**config.mk**
```make
export PLATFORM = sky130hd
export DESIGN_NAME = part_select_stage
export DESIGN_NICKNAME = d
export VERILOG_FILES = /design/src/rtl/part_select_stage.sv
export SDC_FILE = /design/constraint.sdc
export NUM_CORES = 1
export LEC_CHECK = 0
export CAP_MARGIN = 20
export CELL_PAD_IN_SITES_DETAIL_PLACEMENT = 0
export CELL_PAD_IN_SITES_GLOBAL_PLACEMENT = 1
export CORE_MARGIN = 5
export CORE_UTILIZATION = 25
export DETAILED_ROUTE_END_ITERATION = 8
export PLACE_DENSITY_LB_ADDON = 0.1
export SYNTH_ARGS = -nofsm -noshare
export SYNTH_HDL_FRONTEND = slang
export SYNTH_SLANG_ARGS = --single-unit
```
**constraint.sdc**
```tcl
create_clock -name clk -period 2.1 [get_ports clk]
set_input_delay 0.63 -clock clk [delete_from_list [all_inputs] [get_ports clk]]
set_output_delay 0.63 -clock clk [all_outputs]
set_load 0.01 [all_outputs]
```
**src/rtl/part_select_stage.sv**
```systemverilog
// Extracts a fixed bit field from each word, right-justifies and extends it, and passes it
// through a 2-entry skid buffer with a registered in_ready and a saturating transfer counter.
module part_select_stage #(
    parameter int   DATA_W   = 16,
    parameter int   SEL_MSB  = 15,
    parameter int   SEL_LSB  = 8,
    parameter logic SIGN_EXT = 1'b0
) (
    input  logic              clk,
    input  logic              rst_n,
    input  logic              in_valid,
    output logic              in_ready,
    input  logic [DATA_W-1:0] in_data,
    output logic              out_valid,
    input  logic              out_ready,
    output logic [DATA_W-1:0] out_data,
    output logic [15:0]       out_count
);

    if (SEL_LSB < 0 || SEL_LSB > SEL_MSB || SEL_MSB >= DATA_W) begin : g_bad_params
        $fatal(1, "part_select_stage: need 0 <= SEL_LSB <= SEL_MSB < DATA_W");
    end

    localparam int FW = SEL_MSB - SEL_LSB + 1;
    localparam logic [DATA_W-1:0] FieldMask = {DATA_W{1'b1}} >> (DATA_W - FW);
    // Single bit at the top of the right-justified field.
    localparam logic [DATA_W-1:0] SignMask = FieldMask ^ (FieldMask >> 1);

    typedef enum logic [1:0] {StEmpty, StOne, StTwo} state_e;

    state_e            state_q, state_d;
    logic [DATA_W-1:0] head_q, head_d;
    logic [DATA_W-1:0] skid_q, skid_d;
    logic              in_ready_q, in_ready_d;
    logic [15:0]       count_q, count_d;

    logic [DATA_W-1:0] shifted;
    logic [DATA_W-1:0] ext;
    logic              fill;
    logic              push;
    logic              pop;

    always_comb begin
        shifted = in_data >> SEL_LSB;
        fill    = SIGN_EXT && ((shifted & SignMask) != '0);
        ext     = (shifted & FieldMask) | (fill ? ~FieldMask : '0);
    end

    assign out_valid = (state_q != StEmpty);
    assign in_ready  = in_ready_q;
    assign out_data  = head_q;
    assign out_count = count_q;
    assign push      = in_valid && in_ready_q;
    assign pop       = out_valid && out_ready;

    always_comb begin
        state_d = state_q;
        head_d  = head_q;
        skid_d  = skid_q;
        count_d = count_q;
        case (state_q)
            StEmpty: begin
                if (push) begin
                    state_d = StOne;
                    head_d  = ext;
                end
            end
            StOne: begin
                if (push && !pop) begin
                    state_d = StTwo;
                    skid_d  = ext;
                end else if (pop && !push) begin
                    state_d = StEmpty;
                end else if (push && pop) begin
                    head_d = ext;
                end
            end
            StTwo: begin
                // in_ready is low here, so only a pop can happen.
                if (pop) begin
                    state_d = StOne;
                    head_d  = skid_q;
                end
            end
            default: state_d = StEmpty;
        endcase
        in_ready_d = (state_d != StTwo);
        if (pop && count_q != 16'hFFFF) begin
            count_d = count_q + 16'd1;
        end
    end

    always_ff @(posedge clk or negedge rst_n) begin
        if (!rst_n) begin
            state_q    <= StEmpty;
            head_q     <= '0;
            skid_q     <= '0;
            in_ready_q <= 1'b0;
            count_q    <= '0;
        end else begin
            state_q    <= state_d;
            head_q     <= head_d;
            skid_q     <= skid_d;
            in_ready_q <= in_ready_d;
            count_q    <= count_d;
        end
    end

endmodule

```
After elaboration in Yosys (flattened, before gate mapping)

Cells that the tools add are included.
Widths: inputs -> output; s select.

Muxes and demuxes: 11
Equality and inequality tests: 9
Add/subtract/negate cells: 1
Reduce and logical (&&, ||, !) cells: 13

Operators with widths:

| kind                  | count |
|---|---|
| $mux 16               | 5 |
| $pmux 16 s3           | 1 |
| $add 16x1->16 const B | 1 |
| $ne 16x16->1 const B  | 1 |
| $ne 2x2->1 const B    | 6 |
| $mux 2                | 4 |
| $logic_and 1x1->1     | 6 |
| $pmux 2 s3            | 1 |
| $reduce_and 6->1      | 1 |
| $reduce_bool 3->1     | 1 |
| $eq 2x1->1 const B    | 1 |
| $eq 2x2->1 const B    | 1 |
| $logic_not 1->1       | 2 |
| $logic_not 2->1       | 1 |
| $reduce_and 2->1      | 1 |
| $reduce_bool 2->1     | 1 |

Output and inout bits: 34
Bits in registers: 43
Bits of input ports: 20
Word-level logic and storage cells: 39

Logic depth before layout (Yosys ltp)

Word-level depth: 7
Mapped depth: 5
Depth with buffers taken out: 5

Worst setup path after synthesis

No wires, ideal clock.

Path kind: input port to flip-flop
Start point: in out_ready
End point: reg skid_q[0]
Arrival time: 1.518 ns
Setup time: 0.125 ns
Data required time: 1.975 ns
Slack: 0.457 ns
Stages: 3
Path buffers: 0
Cells stage by stage: nand2b_1 -> nor2_1 -> mux2_2

Longest elaborated chain between the ends: 4

Ends and longest elaborated chain:

| element                    | line | source |
|---|---|---|
| from (decl)                | 15   | `input logic out_ready,` |
| $logic_and 1x1->1          | 54   | `assign pop = out_valid && out_ready;` |
| $logic_not 1->1            | 69   | `if (push && !pop) begin` |
| $logic_and 1x1->1          | 69   |  |
| $reduce_and 2->1 (no line) | -    |  |
| to (signal assigned)       | 103  | `skid_q <= skid_d;` |
| to (decl)                  | 33   | `logic [DATA_W-1:0] skid_q, skid_d;` |

No other way between the ends.
A chain may end at the register's enable or synchronous reset.

Worst setup path in the final report

Start point: reg count_q[2], in the netlist out_count[2]
End point: out out_count[2]

RTL lines:

| element                | line | source |
|---|---|---|
| from (decl)            | 35   | `logic [15:0] count_q, count_d;` |
| from (signal assigned) | 105  | `count_q <= count_d;` |
| to (decl)              | 17   | `output logic [15:0] out_count` |

No word-level cell between the ends.

==> metrics <==
status finished clean; Vias per Instance ~4.6; I/O Pins 54; worst path setup slack after routing around 140 ps; sequential group share of total power 44.2%; die height 92.9 µm; antenna violations before repair 0; fin crit share 93.5%; total number of clock tree sinks 35; Worst Clk Skew ~4.6 ps; final max-slew violation count 0; effective utilization at floorplan between 20% and 30%; kind of capture point of the worst setup path primary output; Worst setup SP type register; Slew headroom 66.4%; Post-synth ARST share 100%; Setup CP Type reg -> out; share of power burned in the clock network about a fifth; Cell Area, Placed around 0.0022 mm²; IO buf count 37; largest buffer count on any clock path 2; count of flip-flops with a built-in enable after synthesis 0; combinational share of power between 30 and 40%; CTS clk-pin slew, worst paths ~70 ps; number of H-tree levels 2; die area about 0.0086 mm²; worst-path cell chain clkdlybuf4s50_1; count of hold buffers inserted by post-cts repair 0; Max Cap Viol 0; synthesis-to-layout area growth 33.8%; path category of the worst min-delay check reg -> reg; post-detailed-route DRC marker count 0; first-pass iteration count of the detailed router 4; switching power slightly below 0.8 mW; Nets 211; Inserted Clock Buffers 5; average routed wire per standard cell approximately 14 µm; number of design-rule violations left by the first detailed-router iteration 24; post-route design area 0.00230 mm²; Ys Warns 0; setup repair after global routing missed its margin no; critical path required time around 1500 ps; Netlist cell types 35; number of instances in the synthesized netlist approximately 140; insertion delay to the later sink of the worst-skew pair roughly 280 ps; HPWL after detailed placement roughly 2.8 mm; maximum resistive drop on vdd between 600 and 700 µV; shortest clock period the worst path allows after layout between 1500 and 2000 ps; number of hold violations in the final report 0; maximum number of pins on one net before global-route repair 36; Inserted Diodes 0; wire length of the first global-routing pass ~6.3 mm; power per cell area between 1000 and 1500 mW/mm²; standby leakage power just under 1 nW; Cell Area, Synth roughly 0.0017 mm²; via count of the first global-routing pass about 1300; FF+latch count, synth 35; share of the yosys chip area belonging to registers between 50% and 60%; routed via count ~1200; Top delay family on crit path buffers and inverters; cell type of the slowest stage on the worst timing path clkdlybuf4s50_1; number of setup violations in the final report 0; slew of the pin with the lowest slew margin a little over 500 ps; fmax between 500 and 600 MHz; GP Congestion between 0.7 and 0.8; syn avg cell area approximately 12 µm²; commonest non-fill, non-tap cells in the layout clkdlybuf4s50_1 (36), dfrtp_1 (35), mux2_2 (25), xor2_1 (11); Worst Setup Slack post-DPL -197 ps; aggregate global routing overflow 0; floorplan row count 30; combined buffer and inverter count along the critical path 1; floorplan core area roughly 0.0068 mm²; antenna-violating nets left 0; combined global-route utilization of all metal layers approximately a tenth; Root Buffer Master clkbuf_8; most common cell after layout, fill and taps aside clkdlybuf4s50_1; TritonCTS clock tree done; maximum fanout along the worst path 6; internal cell power 1.69 mW; fraction of layout instances using a drive strength above 1 between 20% and 30%; proportion of total power due to net switching between 30% and 40%; worst endpoint data arrival time 1330 ps; Critical Path Max Stage Delay approximately 600 ps; total wirelength of the detailed-routed design 3.88 mm; flip-flop cell with the highest count after synthesis dfrtp_1; horizontal extent of the die approximately 93 µm
-- Yosys cell counts (2+ instances only) --
cell,number,share of area [%]
dfrtp_1,35,51
mux2_2,25,16
xor2_1,11,5.6
buf_4,8,3.5
nand2_1,8,1.7
nand3_1,5,1.5
nand4_1,5,1.8
nor2_1,4,0.87
nor3_1,4,1.2
nor4_1,4,1.5
a21oi_1,3,0.87
a31oi_1,2,0.73
nand2b_1,2,0.73
nor4_2,2,1.5
or2_2,2,0.73
xnor2_1,2,1.0
-- power by group through the flow --
| stage | Sequential, mW | Combinational, mW | Clock (mW) |
|---|---|---|---|
| after floorplan | 1.12 | 0.410 | 0 |
| after global placement | 1.08 | 0.913 | 0 |
| after detailed placement | 1.10 | 0.927 | 0 |
| after CTS | 1.09 | 0.926 | 0.498 |
| after global routing | 1.12 | 0.980 | 0.529 |
| final | 1.09 | 0.904 | 0.470 |
-- worst paths after layout --
| path | start | end | slack, ps | cells past startpoint |
|---|---|---|---|---|
| worst max-delay path | out_count[2]$_DFFE_PN0P_ | out_count[2] | 140 | 1 |
| worst min-delay path | out_data[2]$_DFFE_PN0P_ | out_data[2]$_DFFE_PN0P_ | 510 | 1 |
| worst max register to register | out_count[9]$_DFFE_PN0P_ | out_count[1]$_DFFE_PN0P_ | 330 | 4 |
| worst min register to register | out_data[2]$_DFFE_PN0P_ | out_data[2]$_DFFE_PN0P_ | 510 | 1 |
| max in group asynchronous | rst_n | out_count[13]$_DFFE_PN0P_ | 1000 | 2 |
| min in group asynchronous | rst_n | out_data[3]$_DFFE_PN0P_ | 770 | 2 |
-- layout make-up --
class / instances / area, µm²
sequential: 35 / 876
timing repair buffer: 45 / 442
clock buffer: 7 / 76.3
clock inverter: 1 / 5.00
fill: 685 / 4460
multi-input combinational: 103 / 800
tap: 80 / 100
-- sequential cells by signal, summed over array words and instances, names as in the netlist --
signal,count
out_data,8
state_q,2
out_count,16
in_ready,1
skid_q,8
-- repair_timing --
action | 4_1_cts | 5_1_grt
setup endpoints to repair | 1 | 1
buffers inserted | 0 | 0
hold endpoints to repair | 0 | 0
gates resized for setup | 1 | 1
gates cloned | 0 | 0
-- through the flow --
step	hold WS, ps	setup TNS [ps]	power [mW]	utilization (%)	cells
after floorplan	334	0	1.53	-	148
after global placement	486	-1210	1.99	32.8	263
after detailed placement	492	-1530	2.03	32.8	263
after CTS	509	0	2.51	34.0	271
after global routing	520	0	2.63	34.0	271
final	505	0	2.46	34.0	271
-- metal layers --
layer  GRT usage [%]  wire length, µm  vias to the layer above
li1                -                -                      588
met4            4.40               78                        0
met5               0                0                        -
met3            3.41              260                        7
met2            14.3             1740                       38
met1            11.9             1810                      616
-- cell families after synthesis --
logic type	after synthesis	synth area share (%)
and+or+nand+nor	45	16.4
DFF	35	51.0
muxes	26	17.3
xor gates and xnor gates	13	6.63
AOI/OAI and AO/OA	10	3.79
buffers and inverters	10	4.01
adders and majority gates	1	0.728
other	1	0.218
Power figures use the tool's default switching activity.
